===== src/rtl/conv_encoder_k3.sv =====
// Rate-1/2 feed-forward convolutional encoder with valid/ready framing.
// Each frame is flushed with K-1 zero tail bits so the trellis ends in state 0.
module conv_encoder_k3 #(
  parameter int unsigned   K     = 3,
  parameter logic [K-1:0]  G0    = K'(7),
  parameter logic [K-1:0]  G1    = K'(5),
  parameter int unsigned   CNT_W = 16
) (
  input  logic             CLOCK,
  input  logic             RESET,
  input  logic             IN_BIT,
  input  logic             IN_VALID,
  input  logic             IN_LAST,
  output logic             IN_READY,
  output logic [1:0]       OUT_SYM,
  output logic             OUT_VALID,
  output logic             OUT_LAST,
  input  logic             OUT_READY,
  output logic             BUSY,
  output logic [CNT_W-1:0] SYM_COUNT
);

  localparam int unsigned   TW       = $clog2(K) + 1;
  localparam logic [TW-1:0] TAIL_LEN = TW'(K - 1);

  typedef enum logic [1:0] {IDLE, DATA, TAIL} state_t;

  state_t        state, state_nxt;
  logic [K-2:0]  sr, sr_nxt;
  logic [TW-1:0] tail_cnt, tail_nxt;

  logic          le, in_fire, tail_step, load, enc_bit, sym_last;
  logic [K-1:0]  v;
  logic [K-1:0]  shifted;
  logic [1:0]    sym;

  // Datapath: encode window {b, SR[0], ..., SR[K-2]}; tail bits encode 0.
  always_comb begin
    le        = ~OUT_VALID | OUT_READY;
    in_fire   = IN_VALID & IN_READY;
    tail_step = le & (state == TAIL);
    load      = in_fire | tail_step;
    enc_bit   = (state == TAIL) ? 1'b0 : IN_BIT;
    v         = '0;
    v[K-1]    = enc_bit;
    for (int unsigned i = 0; i < K - 1; i++) begin
      v[K-2-i] = sr[i];
    end
    sym      = {^(G0 & v), ^(G1 & v)};
    shifted  = {sr, enc_bit};
    sym_last = (state == TAIL) && (tail_cnt == TW'(1));
  end

  // State register, shift register and the registered output stage.
  always_ff @(posedge CLOCK) begin
    if (RESET) begin
      state     <= IDLE;
      sr        <= '0;
      tail_cnt  <= '0;
      OUT_SYM   <= '0;
      OUT_VALID <= 1'b0;
      OUT_LAST  <= 1'b0;
      SYM_COUNT <= '0;
    end else begin
      state    <= state_nxt;
      sr       <= sr_nxt;
      tail_cnt <= tail_nxt;
      if (le) begin
        OUT_VALID <= load;
        OUT_LAST  <= load & sym_last;
        if (load) begin
          OUT_SYM <= sym;
        end
      end
      if (OUT_VALID && OUT_READY) begin
        SYM_COUNT <= OUT_LAST ? '0 : SYM_COUNT + CNT_W'(1);
      end
    end
  end

  // Next-state logic; SR, state and tail counter only move on a symbol load.
  always_comb begin
    state_nxt = state;
    tail_nxt  = tail_cnt;
    sr_nxt    = load ? shifted[K-2:0] : sr;
    unique case (state)
      IDLE, DATA: begin
        if (in_fire) begin
          if (IN_LAST) begin
            state_nxt = TAIL;
            tail_nxt  = TAIL_LEN;
          end else begin
            state_nxt = DATA;
          end
        end
      end
      TAIL: begin
        if (tail_step) begin
          tail_nxt = tail_cnt - TW'(1);
          if (tail_cnt == TW'(1)) begin
            state_nxt = IDLE;
          end
        end
      end
      default: state_nxt = IDLE;
    endcase
  end

  always_comb begin
    IN_READY = le & (state != TAIL) & ~RESET;
    BUSY     = (state != IDLE) | OUT_VALID;
  end

endmodule


===== config.mk =====
export PLATFORM = sky130hd
export DESIGN_NAME = conv_encoder_k3
export DESIGN_NICKNAME = d
export VERILOG_FILES = /design/src/rtl/conv_encoder_k3.sv
export SDC_FILE = /design/constraint.sdc
export NUM_CORES = 1
export LEC_CHECK = 0
export ABC_AREA = 1
export CORE_UTILIZATION = 40
export DETAILED_ROUTE_END_ITERATION = 10
export PLACE_DENSITY = 0.68
export SETUP_SLACK_MARGIN = 0.1
export SLEW_MARGIN = 5
export SYNTH_ARGS = -nofsm -noshare
export SYNTH_HDL_FRONTEND = slang
export SYNTH_SLANG_ARGS = --single-unit

===== constraint.sdc =====
create_clock -name CLOCK -period 1.2 [get_ports CLOCK]
set_input_delay 0.12 -clock CLOCK [delete_from_list [all_inputs] [get_ports CLOCK]]
set_output_delay 0.12 -clock CLOCK [all_outputs]
set_load 0.1 [all_outputs]

==> impl_metrics.json <==
{
  "p_per_area_nw_per_um2": 844.8,
  "pwr-share-comb": 0.358,
  "ys_ff_latch": 27,
  "yosysTopAreaCellShare": 0.4030,
  "io_pins": 28,
  "worstPathMaxFanout": 2,
  "yosysMostFrequentCell": "nand2_1",
  "drt_iter0_drc": 61,
  "root_buffer": "clkbuf_4",
  "endpoint_kind": "output port",
  "drc_errors": 0,
  "grt-ovfl-total": 0,
  "grt_max_degree": 16,
  "p_sw_uw": 767.0,
  "highest_layer": "met4",
  "rows": 20,
  "drt_first_pass_iters": 4,
  "timing_hold_violations_final": 0,
  "die_area_um2": 3589,
  "synth_seq_area_share": 0.4030,
  "yosys.area_share.simple": 0.3228,
  "startpoint_type": "flip-flop",
  "port_buffers": 27,
  "met2_length_um": 2196,
  "postRouteAntennaNets": 0,
  "grt_util_all_layers": 0.2433,
  "path_class": "flip-flop to output port",
  "setup_ws_ns": -0.1903,
  "dp_slack_ns": -0.3189,
  "cts_sinks": 27,
  "place_congestion": 0.8949,
  "synthToLayoutAreaGrowth_pct": 86.85,
  "power_mw": 2.117,
  "h-tree-depth": 1,
  "synth_fa_ha_area_frac": 0.02799,
  "switching_share": 0.3623,
  "outcome": "finished, violations left",
  "p_int_mw": 1.350,
  "die_x_um": 59.91,
  "sequentialPowerShare": 0.446,
  "whs_endpoint": "sr[0]",
  "fin_nets": 274,
  "register_area_um2": 601.8,
  "clockPowerShare": 0.195,
  "synthArstFlopShare": 0,
  "hold_depth": 3,
  "ys_top_cells_by_area": "dfxtp_1 (40%), nand2_1 (11%), inv_1 (8.1%)",
  "route.met3.wl_um": 106,
  "final_area_um2": 2506,
  "met1_length_um": 1604,
  "vias": 1492,
  "dp_cells": 293,
  "clk_pin_slew_worst_paths_ns": 0.16,
  "drive_gt1_frac": 0.4962,
  "hpwl_um": 2748,
  "wire_per_inst_um": 13.01,
  "core_area_um2": 3128,
  "clkLatencyLatePin_ns": 0.33,
  "regToRegStartpoint": "tail_cnt[0]",
  "grt_pass1_vias": 1546,
  "r2r-end": "tail_cnt[2]",
  "synth_top_family_by_area": "simple AND/OR/NAND/NOR gates",
  "cts_buffer_depth": 2,
  "avgViaCountPerCell": 4.844,
  "reg2reg_depth": 6,
  "clock.fmax_mhz": 719.3,
  "worstPathRequired_ns": 1.08,
  "syn_inst": 192,
  "p_leak_nw": 1.079,
  "ys_warn_count": 0,
  "drv_slew": 0,
  "synth_flop_cell": "dfxtp_1",
  "finalClockSkew_ns": 0.0008785,
  "n_antenna_cell": 0,
  "ir_drop_uv": 669.2,
  "start_util": 0.4288,
  "ys_top_cells_by_count": "nand2_1 (38), inv_1 (29), dfxtp_1 (27)",
  "synth_nets": 201,
  "r2r_setup_slack_ns": -0.12,
  "yosys.area.top_type": "dfxtp_1",
  "n_fill_cell": 200,
  "rsz0062_at_grt": "yes",
  "hp-start": "IN_BIT",
  "grt_pass1_wl_um": 6541,
  "multiInputGateArea_um2": 845.8,
  "routed_wl_um": 4007,
  "arrival_ns": 1.27,
  "syn_area_um2": 1341,
  "hold_buffers": 0,
  "synthXorXnorAreaFrac": 0.03918,
  "synth_compound_area_frac": 0.1110,
  "layout_min_cycle_time_ns": 1.390,
  "synth_mux_area_frac": 0,
  "cts_tree": "built",
  "synth_edf_count": 0,
  "syn_area_per_cell_um2": 6.986,
  "placed_cell_area_um2": 2231,
  "max-slew-margin-rel": 0.8208,
  "layout.cells.non_filler": 308,
  "die_y_um": 59.91,
  "cts_buffers": 3,
  "tightest_slew_ns": 0.2669,
  "hold_class": "input pin to flip-flop",
  "antenna_found_initial": 0,
  "synth_cell_types": 23,
  "cap_violations": 0,
  "fin_crit_sh": 1.159,
  "violations": "negative setup slack",
  "setup_viol": 20,
  "whs_ns": 0.4565
}
how the worst max path moves through the flow:
stage	end	cells past startpoint	start
after floorplan	IN_READY	3	OUT_VALID
after global placement	SYM_COUNT[14]	10	OUT_READY
after detailed placement	SYM_COUNT[14]	10	OUT_READY
after CTS	IN_READY	5	OUT_VALID
after global routing	IN_READY	5	OUT_VALID
final	IN_READY	5	OUT_VALID
power groups by stage:
stage,combinational (mW),sequential (mW),clock (mW)
2_1_floorplan,0.262,1.09,0
5_1_grt,0.794,0.950,0.459
4_1_cts,0.732,0.949,0.410
3_5_place_dp,0.649,0.968,0
3_3_place_gp,0.632,0.967,0
6_report,0.759,0.945,0.413
metal layers:
metal / up-vias / global-route usage
li1: 754 / -
met1: 686 / 0.2758
met2: 42 / 0.4619
met3: 10 / 0.02814
met4: 0 / 0.08638
met5: - / 0
cells by family after synthesis:
logic type | after synthesis
and+or+nand+nor | 95
buffers and inverters | 33
AOI/OAI and AO/OA | 28
DFF | 27
xor gates and xnor gates | 6
adders and majority gates | 3
state kept, by name, indices dropped and copies added (netlist names):
| name | cells |
|---|---|
| state | 2 |
| sr | 2 |
| tail_cnt | 3 |
| OUT_LAST | 1 |
| SYM_COUNT | 16 |
| OUT_SYM | 2 |
| OUT_VALID | 1 |
layout by cell type (no fill, tap or decap), types with 2 or more instances in the layout:
master	count
a21oi_1	10
a21oi_2	3
buf_12	22
buf_4	32
buf_6	11
clkbuf_4	3
clkdlybuf4s50_1	5
dfxtp_1	4
dfxtp_2	10
dfxtp_4	13
ha_1	2
inv_1	26
inv_2	3
inv_4	2
nand2_1	30
nand2_2	5
nand2_4	8
nand3_1	11
nand4_1	3
nor2_1	23
nor2_4	6
nor3_1	3
o21ai_0	5
o21ai_1	6
o21ai_2	2
xnor2_1	2
xor2_1	3
through the flow:
step | TNS [ns] | utilization
CTS | -1.059 | 0.7784
detailed placement | -5.855 | 0.7132
finish | -1.498 | 0.8012
global route | -3.515 | 0.8012
floorplan | -2.196 | -
global placement | -5.007 | 0.7132
final cells by class:
type / instances / share of cell area
clock inverter: 1 / 0.001997
clock buffer: 3 / 0.008987
multi-input combinational: 132 / 0.3375
sequential: 27 / 0.2401
tap: 44 / 0.02197
timing repair buffer: 70 / 0.3410
inverter: 31 / 0.04843
worst max-delay path, stage by stage, from the launching register on:
cell,delay [ns]
dfxtp_4,0.37
buf_6,0.12
nand2_4,0.07
inv_4,0.04
nor3_4,0.14
buf_12,0.20
what timing repair did:
action                     in CTS  in global routing
resized for setup              37                 12
setup endpoints to repair      33                 39
setup buffers                   6                  6
pin swaps                       7                  4
(Power assumes the default switching activity.)
